<file path="src/rtl/rr_grant_scheduler.sv">
// Purpose : round-robin owner of a shared single-owner resource; holds the grant
//           across a multi-cycle transaction and advances the pointer on release.
// Latency : grant registered 1 cycle after the sampled request; >=1 idle cycle between owners.
// Backpr. : no backpressure; the owner keeps the grant until done, request drop or MAX_HOLD.
//
// Ports:
//   clk, rst     rising-edge clock, synchronous active-high reset
//   req[i]       requester i wants the resource
//   done[i]      requester i ends its transaction (only the current owner's bit matters)
//   grant        registered one-hot grant, zero when there is no owner
//   grant_valid  registered, high while an owner exists
//   grant_idx    registered owner index, 0 when no owner
//   preempt      one-cycle pulse after a release forced by the hold limit
//   ptr          highest-priority index at the next arbitration

// Combinational round-robin pick: lowest requesting index >= state, else the
// lowest requesting index overall. Purely combinational, no backpressure.
module round_robin_arbiter #(
    parameter int INPUTS = 4
) (
    input  logic [INPUTS-1:0]         req,
    input  logic [$clog2(INPUTS)-1:0] state,
    output logic [INPUTS-1:0]         gnt,
    output logic [$clog2(INPUTS)-1:0] gnt_idx,
    output logic                      gnt_vld
);
    localparam int IDX_W = $clog2(INPUTS);

    logic [IDX_W-1:0] lo_idx;
    logic [IDX_W-1:0] hi_idx;
    logic             hi_vld;

    always_comb begin
        lo_idx  = '0;
        hi_idx  = '0;
        hi_vld  = 1'b0;
        gnt_vld = 1'b0;
        // Scanning downwards lets the last hit be the lowest index in each class.
        for (int i = INPUTS - 1; i >= 0; i--) begin
            if (req[i]) begin
                lo_idx  = IDX_W'(i);
                gnt_vld = 1'b1;
                if (i >= int'(state)) begin
                    hi_idx = IDX_W'(i);
                    hi_vld = 1'b1;
                end
            end
        end
        gnt_idx = hi_vld ? hi_idx : lo_idx;
        gnt     = '0;
        if (gnt_vld) begin
            gnt[gnt_idx] = 1'b1;
        end
    end
endmodule

module rr_grant_scheduler #(
    parameter int INPUTS   = 4,
    parameter int MAX_HOLD = 8
) (
    input  logic                      clk,
    input  logic                      rst,
    input  logic [INPUTS-1:0]         req,
    input  logic [INPUTS-1:0]         done,
    output logic [INPUTS-1:0]         grant,
    output logic                      grant_valid,
    output logic [$clog2(INPUTS)-1:0] grant_idx,
    output logic                      preempt,
    output logic [$clog2(INPUTS)-1:0] ptr
);
    localparam int IDX_W = $clog2(INPUTS);
    localparam int CNT_W = (MAX_HOLD == 0) ? 1 : $clog2(MAX_HOLD + 1);

    typedef enum logic {
        IDLE  = 1'b0,
        OWNED = 1'b1
    } state_t;

    state_t              state_q, state_d;
    logic [INPUTS-1:0]   grant_q, grant_d;
    logic                grant_valid_q, grant_valid_d;
    logic [IDX_W-1:0]    grant_idx_q, grant_idx_d;
    logic                preempt_q, preempt_d;
    logic [IDX_W-1:0]    ptr_q, ptr_d;
    logic [CNT_W-1:0]    cnt_q, cnt_d;

    logic [INPUTS-1:0]   arb_gnt;
    logic [IDX_W-1:0]    arb_idx;
    logic                arb_vld;

    logic                rel_done;
    logic                rel_drop;
    logic                rel_hold;

    round_robin_arbiter #(
        .INPUTS (INPUTS)
    ) u_arb (
        .req     (req),
        .state   (ptr_q),
        .gnt     (arb_gnt),
        .gnt_idx (arb_idx),
        .gnt_vld (arb_vld)
    );

    always_comb begin
        state_d       = state_q;
        grant_d       = grant_q;
        grant_valid_d = grant_valid_q;
        grant_idx_d   = grant_idx_q;
        preempt_d     = 1'b0;
        ptr_d         = ptr_q;
        cnt_d         = cnt_q;

        rel_done = done[grant_idx_q];
        rel_drop = ~req[grant_idx_q];
        rel_hold = (MAX_HOLD != 0) && (cnt_q == CNT_W'(MAX_HOLD));

        case (state_q)
            IDLE: begin
                if (arb_vld) begin
                    grant_d       = arb_gnt;
                    grant_idx_d   = arb_idx;
                    grant_valid_d = 1'b1;
                    cnt_d         = CNT_W'(1);
                    state_d       = OWNED;
                end
            end
            OWNED: begin
                if (rel_done || rel_drop || rel_hold) begin
                    grant_d       = '0;
                    grant_valid_d = 1'b0;
                    grant_idx_d   = '0;
                    cnt_d         = '0;
                    state_d       = IDLE;
                    // Explicit wrap so non-power-of-two INPUTS rotate correctly.
                    ptr_d         = (grant_idx_q == IDX_W'(INPUTS - 1)) ? '0
                                                                        : grant_idx_q + IDX_W'(1);
                    // A voluntary end on the same edge wins over the hold limit.
                    preempt_d     = rel_hold && !rel_done && !rel_drop;
                end else if ((MAX_HOLD != 0) && (cnt_q != CNT_W'(MAX_HOLD))) begin
                    cnt_d = cnt_q + CNT_W'(1);
                end
            end
            default: begin
                state_d = IDLE;
            end
        endcase
    end

    always_ff @(posedge clk) begin
        if (rst) begin
            state_q       <= IDLE;
            grant_q       <= '0;
            grant_valid_q <= 1'b0;
            grant_idx_q   <= '0;
            preempt_q     <= 1'b0;
            ptr_q         <= '0;
            cnt_q         <= '0;
        end else begin
            state_q       <= state_d;
            grant_q       <= grant_d;
            grant_valid_q <= grant_valid_d;
            grant_idx_q   <= grant_idx_d;
            preempt_q     <= preempt_d;
            ptr_q         <= ptr_d;
            cnt_q         <= cnt_d;
        end
    end

    assign grant       = grant_q;
    assign grant_valid = grant_valid_q;
    assign grant_idx   = grant_idx_q;
    assign preempt     = preempt_q;
    assign ptr         = ptr_q;
endmodule

</file>
<file path="config.mk">
export PLATFORM = sky130hd
export DESIGN_NAME = rr_grant_scheduler
export DESIGN_NICKNAME = d
export VERILOG_FILES = /design/src/rtl/rr_grant_scheduler.sv
export SDC_FILE = /design/constraint.sdc
export NUM_CORES = 1
export LEC_CHECK = 0
export BUFFER_PORTS_ARGS = -buffer_cell sky130_fd_sc_hd__clkbuf_2
export CORE_MARGIN = 2
export CORE_UTILIZATION = 40
export CTS_BUF_LIST = sky130_fd_sc_hd__clkbuf_4
export CTS_CLUSTER_DIAMETER = 50
export DETAILED_ROUTE_END_ITERATION = 16
export HOLD_SLACK_MARGIN = 0.12
export PLACE_DENSITY = 0.7
export RECOVER_POWER = 100
export SETUP_SLACK_MARGIN = 0.02
export SYNTH_ARGS = -nofsm -noshare
export SYNTH_HDL_FRONTEND = slang
export SYNTH_SLANG_ARGS = --single-unit
</file>
<file path="constraint.sdc">
create_clock -name clk -period 2.1 [get_ports clk]
set_input_delay 0.42 -clock clk [delete_from_list [all_inputs] [get_ports clk]]
set_output_delay 0.42 -clock clk [all_outputs]
set_load 0.02 [all_outputs]
</file>
==> results of run 1 <==
[cell families (layout without fill, tap and decap cells)]
logic type | after synthesis | count (layout) | synth area share [%]
AND/OR/NAND/NOR | 34 | 34 | 24.57
AO/OA/AOI/OAI | 23 | 23 | 22.21
flip-flops | 15 | 15 | 37.80
buffers and inverters | 11 | 32 | 5.197
adder cells (fa/ha/maj) | 3 | 3 | 4.725
multiplexers | 3 | 3 | 5.512
[worst min-delay path, cell delays in order, from the launching register on]
cell     delay, ps
dfxtp_1        320
inv_1           40
o32ai_1         70
[synthesized netlist by cell type, types with 2 or more instances]
| library cell | instances | share of area (%) |
|---|---|---|
| a21o_1 | 2 | 1.9 |
| nor3_1 | 4 | 2.5 |
| nand4b_1 | 2 | 2.2 |
| nand2_1 | 3 | 1.4 |
| nor2_1 | 4 | 1.9 |
| ha_1 | 3 | 4.7 |
| o21ai_1 | 2 | 1.3 |
| nand2b_1 | 8 | 6.3 |
| a21oi_1 | 3 | 1.9 |
| o32ai_1 | 5 | 5.5 |
| nand3_1 | 2 | 1.3 |
| clkbuf_1 | 2 | 0.95 |
| inv_1 | 8 | 3.8 |
| a31oi_1 | 3 | 2.4 |
| dfxtp_1 | 15 | 38 |
| nor2b_1 | 5 | 3.9 |
[cell type report]
cell class | instances | area [sq um]
fill | 212 | 987.2
multi-input combinational | 63 | 452.9
sequential | 15 | 300.3
timing repair buffer | 20 | 90.09
tap | 27 | 33.78
inverter | 8 | 30.03
clock buffer | 3 | 22.52
clock inverter | 1 | 5.005
[per-layer routing]
| metal | vias to the layer above | track usage [%] | part of all wire [%] |
|---|---|---|---|
| li1 | 365 | - | - |
| met5 | - | 0 | 0 |
| met4 | 0 | 1.429 | 0 |
| met1 | 358 | 18.08 | 46 |
| met3 | 0 | 4.630 | 4.0 |
| met2 | 18 | 26.62 | 50 |
[path summary, 6_finish.rpt]
kind	startpoint	to	slack [ps]	depth (start not counted)
worst min-delay path	grant[2]$_SDFFE_PP0P_	grant[2]$_SDFFE_PP0P_	480	2
worst min register to register	grant[2]$_SDFFE_PP0P_	grant[2]$_SDFFE_PP0P_	480	2
worst max-delay path	grant_idx[0]$_SDFFE_PP0P_	ptr[0]$_SDFFE_PP0P_	350	4
worst max register to register	grant_idx[0]$_SDFFE_PP0P_	ptr[0]$_SDFFE_PP0P_	350	4
[power by group through the flow]
stage | sequential (W) | combinational [W] | clock (W)
3_5_place_dp | 0.000326 | 0.000133 | 0
3_3_place_gp | 0.000326 | 0.000131 | 0
4_1_cts | 0.000320 | 0.000133 | 0.000169
2_1_floorplan | 0.000337 | 0.0000800 | 0
5_1_grt | 0.000323 | 0.000143 | 0.000177
6_report | 0.000321 | 0.000128 | 0.000162
[metrics by stage]
step | area [sq um] | setup slack [ps] | total power [W]
4_1_cts | 947.2 | 351.2 | 0.0006218
3_5_place_dp | 919.6 | 158.8 | 0.0004586
6_report | 934.6 | 350.5 | 0.0006108
3_3_place_gp | 919.6 | 192.2 | 0.0004571
5_1_grt | 934.6 | 266.1 | 0.0006434
2_1_floorplan | 794.5 | 360.2 | 0.0004167
[sequential cells by signal, summed over array words and instances (netlist names)]
name / cells
preempt: 1
grant_valid: 1
grant: 4
cnt_q: 4
grant_idx: 2
state_q: 1
ptr: 2
==> metrics, run 1 <==
outcome=finished clean; total core area=1922 sq um; CTS root buf=clkbuf_4; crit share post-route=83.31%; ys async rst share=0%; critical path cell sequence=inv_1 -> mux4_2 -> a21boi_4 -> mux2_1; number of CTS-inserted buffers=3; data arrival time at the worst-slack endpoint=1920 ps; Post-Syn Area per Cell=8.927 sq um; clock tree buffer depth=2; Syn Std Cell Area=794.5 sq um; final WL=1611 um; DIE HEIGHT=48.57 um; Resized cells post-CTS=0; vias=741; drt wl/cell=11.76 um; most common cell after layout, fill and taps aside=dfxtp_1; Pwr per Cell Area=653.5 nW/um^2; # diodes=0; Top delay family on crit path=multiplexers; Detailed Routing Iterations Pass 1=4; CTS Hold Buffers Added=0; Seq pwr share=52.5%; max_slew headroom=74.20%; Routed Antenna Nets=0; I/O pin total=20; Slew @ Worst Pin=384.6 ps; Slowest cell on crit path=mux4_2; Layout Skew=5.938 ps; vias per cell=5.409; placed cell count=133; number of flops mapped to enable cells by yosys=0; Yosys reg bits=15; endpoints failing hold=0; Sw Share=30.36%; worst vdd ir=0.5889 mV; Hold Crit Class=reg -> reg; RePlAce Congestion=0.8361; Worst-Skew Late Latency=280 ps; largest net degree at the start of global routing=20; # H-tree levels=1; Initial Util=41.34%; antenna violations before repair=0; Most used DFF post-synth=dfxtp_1; synth warn=0; critical path class=reg -> reg; Die W=48.57 um; Worst-path clk slew=90 ps; first-pass GRT wire length=2815 um; CTS Sinks=15; utilization after layout=48.63%; Required @ worst endpoint=2270 ps; Area Overhead vs Synth=17.64%; number of global-route vias before repair=664; internal cell power=0.0004254 W; maximum fanout along the worst path=9; FMAX=0.5716 GHz; final setup fails=0; RSZ-0062 raised after global routing=false; Finished Layout Cells=137; crit end category=register; Post CTS Setup Buffer Count=0; most frequent cells in the layout=dfxtp_1 (15), clkbuf_1 (10), clkbuf_2 (9), inv_1 (8), nand2b_1 (8); nets=124; sequential cell area fraction in the yosys report=37.80%; Comb power frac=21.0%; slowest stage delay, CP=630 ps; Rows=16; Iteration-0 DRC Markers=13; share of cells above drive strength 1=15.45%; gr usage total=14.86%; Cells after Synth=89; CTS tree=done; PortBufs=19; Synth cell types=34; leakage=0.3640 nW; max capacitance violation total=0; full die area=2359 sq um; minimum clock period=1749 ps; syn nets=102; startpoint types=register; total negative slack=0 ps; Clock power frac=26.5%; Hold WS=483.6 ps; Congestion Overflow GR=0; Residual DRC=0; Max Slew Vio Count=0; worst path bufs/invs=1; Post-DP HPWL=1232 um; P_sw=0.0001854 W
No activity file was read; power rests on OpenSTA's default activity.
==> run 2: changes to the inputs <==
Settings changed: ABC_AREA set to 1, PLACE_DENSITY 0.7 to 0.72.
Clock period 2.1 ns to 1.5 ns, I/O delays scaled along.
==> run 2 against run 1 <==
  * Register-to-register slack worse by 170 ps
  * Critical path depth is 2 lower
  * Sequential power is 44% higher
  * Sequential share of layout area is 0.76 points lower
  * Clock-buffer cell count stayed put
  * Power is 53% higher
  * Via count is 4.5% higher
  * Clock power is 43% higher
  * Die area is 2.2% higher
  * Hold slack worse by 110 ps
  * Critical endpoint is now grant_idx[0]
  * Largest cell class unchanged
  * Largest power group unchanged
  * Highest routed layer is now met4
==> metrics, run 2 <==
outcome=finished clean; Synth top cells by count=nand2_1 (21), dfxtp_1 (15), inv_1 (14); Congestion Overflow GR=0; number of CTS-inserted buffers=3; # H-tree levels=1; # diodes=0; FILL cells=205; Worst-path clk slew=90 ps; slowest stage delay, CP=400 ps; data arrival time at the worst-slack endpoint=1070 ps; number of global-route vias before repair=705; Post CTS Setup Buffer Count=0; Initial Util=41.88%; total core area=1942 sq um; endpoints failing hold=0; max capacitance violation total=0; clock tree buffer depth=2; DIE HEIGHT=49.09 um; Iteration-0 DRC Markers=25; Detailed Routing Iterations Pass 1=4; crit share post-route=91.46%; share of the synthesized area in the top cell type=36.92%; crit end category=output port; critical path cell sequence=buf_4 -> clkbuf_1; number of flops mapped to enable cells by yosys=0; CTS tree=done; Max Slew Vio Count=0; largest net degree at the start of global routing=15; most common cell in the synthesized netlist=nand2_1; Layout Skew=4.596 ps; max_slew headroom=80.88%; cell taking the most area after synthesis=dfxtp_1; I/O pin total=20; worst slack, placed=211.9 ps; Most used DFF post-synth=dfxtp_1; Routed Antenna Nets=0; PortBufs=19; Post-DP HPWL=1305 um; nets=151; syn nets=127; vias per cell=4.720; Post-Syn Area per Cell=7.134 sq um; antenna violations before repair=0; ranking of synthesized cells by area=dfxtp_1 (37%), nand2_1 (9.7%), nand3_1 (7.4%); vias=774; Slowest cell on crit path=dfxtp_1; Area Overhead vs Synth=17.69%; total negative slack=0 ps; sequential cell area fraction in the yosys report=36.92%; Pwr per Cell Area=973.5 nW/um^2; worst vdd ir=0.4605 mV; Synth cell types=23; FMAX=0.7289 GHz; most frequent cells in the layout=nand2_1 (21), inv_1 (15), dfxtp_1 (15), nor2_1 (13), nand3_1 (12); final worst slack=128.1 ps; drt wl/cell=10.10 um; Worst-Skew Late Latency=280 ps; RePlAce Congestion=0.7668; CTS root buf=clkbuf_4; Residual DRC=0; Rows=16; leakage=0.4280 nW; minimum clock period=1372 ps; maximum fanout along the worst path=4; Hold Crit Class=in -> reg; share of cells above drive strength 1=19.71%; Power Total=0.0009318 W; most common cell after layout, fill and taps aside=nand2_1; Syn Std Cell Area=813.3 sq um; Required @ worst endpoint=1200 ps; first-pass GRT wire length=2856 um; critical path class=reg -> out; Cells after Synth=114; Yosys reg bits=15; Slew @ Worst Pin=285.7 ps; CTS Sinks=15; Die W=49.09 um; RSZ-0062 raised after global routing=false; Hold WS=377.1 ps; final setup fails=0; CTS Hold Buffers Added=0; gr usage total=14.98%; full die area=2410 sq um; ys async rst share=0%; final WL=1656 um; startpoint types=register; synth warn=0; Resized cells post-CTS=0
==> run 2: cell count changes in the layout (fill, tap and decap cells not counted), moves of 5 or more <==
cell	previous run	this run
nor2_1	4	13
inv_1	8	15
nand2_1	3	21
a21oi_1	3	11
o32ai_1	5	0
nand2b_1	8	0
nor2b_1	5	0
nand3_1	2	12
==> run 2: area by class of cell <==
type                            instances  area, sq um  area share (%)
Sequential cell                        15        300.3           31.37
Inverter                               18        67.56           7.059
Clock buffer                            3        22.52           2.353
Multi-Input combinational cell         80        437.9           45.75
Tap cell                               27        33.78           3.529
Clock inverter                          1        5.005          0.5229
Timing Repair Buffer                   20        90.09           9.412
==> run 2: per-stage QoR <==
| step | util (%) | area [sq um] | cells |
|---|---|---|---|
| finish | 49.29 | 957.2 | 164 |
| CTS | 50.13 | 973.4 | 164 |
| detailed placement | 48.71 | 945.9 | 160 |
| floorplan | - | 813.3 | 114 |
| global placement | 48.71 | 945.9 | 160 |
| global route | 49.29 | 957.2 | 164 |
==> run 2: critical path: cells and delay by family, from the launching register on <==
kind                   cells  cell delay (ps)
buffers and inverters      2              380
flip-flops                 1              400
==> run 2: cell families (layout without fill, tap and decap cells) <==
group           Yosys count  after routing  share of synthesized area (%)
buf+inv                  19             42                          8.768
fa+ha+maj                 3              3                          4.616
xor+xnor                  2              2                          2.154
compound gates           17             17                          11.85
simple gates             58             58                          35.69
flops                    15             15                          36.92
==> run 2: final timing paths <==
check                            start                        to  slack [ps]  cells after the start
max          grant_idx[0]$_SDFFE_PP0P_              grant_idx[0]         130                      2
min                                rst     grant[2]$_SDFFE_PP0P_         380                      2
max reg2reg      cnt_q[0]$_SDFFE_PP0P_       ptr[0]$_SDFFE_PP0P_         180                      8
min reg2reg   grant_valid$_SDFFE_PP0P_  grant_valid$_SDFFE_PP0P_         470                      2
==> run 2: where the power goes <==
| group | switching [W] | internal [W] |
|---|---|---|
| combinational | 0.000156 | 0.0000823 |
| clock | 0.000133 | 0.0000990 |
| sequential | 0.0000315 | 0.000430 |
| total | 0.000321 | 0.000611 |
==> run 2: per-layer routing <==
layer | up-vias | wire length, um | GRT usage [%]
li1 | 409 | - | -
met5 | - | 0 | 0
met2 | 16 | 807 | 25.23
met4 | 0 | 8 | 6.667
met3 | 2 | 59 | 3.988
met1 | 347 | 781 | 17.69
==> run 3: changes to the inputs <==
Settings changed: ABC_AREA 1 to not set, CORE_ASPECT_RATIO set to 0.9, PLACE_DENSITY 0.72 to 0.7.
Clock period 1.5 ns to 1.65 ns, I/O delays scaled along.
==> run 3 against run 2 <==
  * Setup slack worse by 45 ps
  * Critical path depth is 3 higher
  * Clock power is 6% lower
  * Die area is 2.1% lower
  * Power is 11% lower
  * Via count is 1.2% lower
  * Critical path type is now reg -> reg
  * Largest power group unchanged
==> metrics, run 3 (synthesis gave the netlist of run 1 again) <==
drt wl/cell=12.42 um; I/O pin total=20; RePlAce Congestion=0.8533; Residual DRC=0; RSZ-0062 raised after global routing=true; # H-tree levels=1; Initial Util=41.91%; share of cells above drive strength 1=25.62%; FMAX=0.6380 GHz; final setup fails=0; final WL=1814 um; full die area=2359 sq um; total core area=1896 sq um; outcome=finished clean; Rows=15; crit share post-route=94.99%; max capacitance violation total=0; clock tree buffer depth=2; gr usage total=18.50%; Routed Antenna Nets=0; Required @ worst endpoint=1820 ps; number of global-route vias before repair=725; DIE HEIGHT=46.28 um; Hold WS=392.9 ps; vias=765; data arrival time at the worst-slack endpoint=1730 ps; startpoint types=register; Worst R2R Setup Slack=80 ps; worst vdd ir=0.5089 mV; Slew @ Worst Pin=355.1 ps; endpoints failing hold=0; vias per cell=5.240; Worst-path clk slew=100 ps; Power Total=0.0008247 W; first-pass GRT wire length=3160 um; number of CTS-inserted buffers=3; placed cell count=140; Post-DP HPWL=1415 um; max_slew headroom=76.19%; CTS root buf=clkbuf_4; antenna violations before repair=0; CTS Hold Buffers Added=0; # diodes=0; largest net degree at the start of global routing=12; Die W=50.98 um; CTS Sinks=15; crit end category=register; most common cell after layout, fill and taps aside=dfxtp_1; Detailed Routing Iterations Pass 1=4; Pwr per Cell Area=799.9 nW/um^2; PortBufs=19; Max Slew Vio Count=0; Worst-Skew Late Latency=290 ps; nets=135; maximum fanout along the worst path=6; CTS tree=done; Iteration-0 DRC Markers=8; Finished Layout Cells=146; critical path class=reg -> reg; Layout Skew=6.099 ps; leakage=0.4197 nW; Hold Crit Class=in -> reg; most frequent cells in the layout=dfxtp_1 (15), clkbuf_2 (11), clkbuf_1 (10), buf_4 (9), nand2b_1 (8); minimum clock period=1567 ps; Congestion Overflow GR=0; Area Overhead vs Synth=29.76%
run 3: layout make-up:
type,count,area [sq um]
sequential,15,300.3
timing repair buffer,31,171.4
tap,25,31.28
clock buffer,3,22.52
inverter,8,32.53
fill,187,864.6
multi-input combinational,63,465.4
clock inverter,1,7.507
run 3: metal layers:
layer  share of wire (%)  wire length, um  global-route usage [%]  vias to the layer above
li1                    -                -                       -                      390
met3                 4.7               85                   6.818                        2
met4                0.83               15                   4.865                        0
met5                   0                0                       0                        -
met1                  47              859                   22.09                      359
met2                  47              853                   31.69                       14
run 3: what timing repair did:
item / CTS / global route
pin swaps: 0 / 1
setup endpoints to repair: 6 / 4
buffers inserted: 0 / 2
gates resized for setup: 1 / 3
run 3: worst paths after layout:
kind                              from  cells past startpoint                        end
max          grant_idx[0]$_SDFFE_PP0P_                      5      grant[2]$_SDFFE_PP0P_
min reg2reg   grant_valid$_SDFFE_PP0P_                      2   grant_valid$_SDFFE_PP0P_
min                                rst                      2  grant_idx[0]$_SDFFE_PP0P_
max reg2reg  grant_idx[0]$_SDFFE_PP0P_                      5      grant[2]$_SDFFE_PP0P_
run 3: where the power goes:
part	leakage [nW]	switching, W	total (W)	internal, W
clock network	0.0139	0.000125	0.000217	0.0000922
registers	0.123	0.0000235	0.000408	0.000385
logic	0.283	0.000107	0.000200	0.0000925
total	0.420	0.000255	0.000825	0.000569
run 3: worst max-delay path: stages (launching register included):
cell and delay (ps):
dfxtp_1 360, inv_4 70, mux4_2 530, clkbuf_2 180, a21oi_4 210, o32ai_1 100
run 3: through the flow:
stage / instance area, sq um / util (%) / setup TNS (ps) / setup slack [ps]
after floorplan: 802.0 / - / -19.31 / -19.31
after global placement: 1005 / 53.00 / -370.4 / -60.64
after detailed placement: 1005 / 53.00 / -605.5 / -102.3
after CTS: 1042 / 54.98 / 0 / 31.12
after global routing: 1031 / 54.39 / 0 / 11.75
final: 1031 / 54.39 / 0 / 82.66
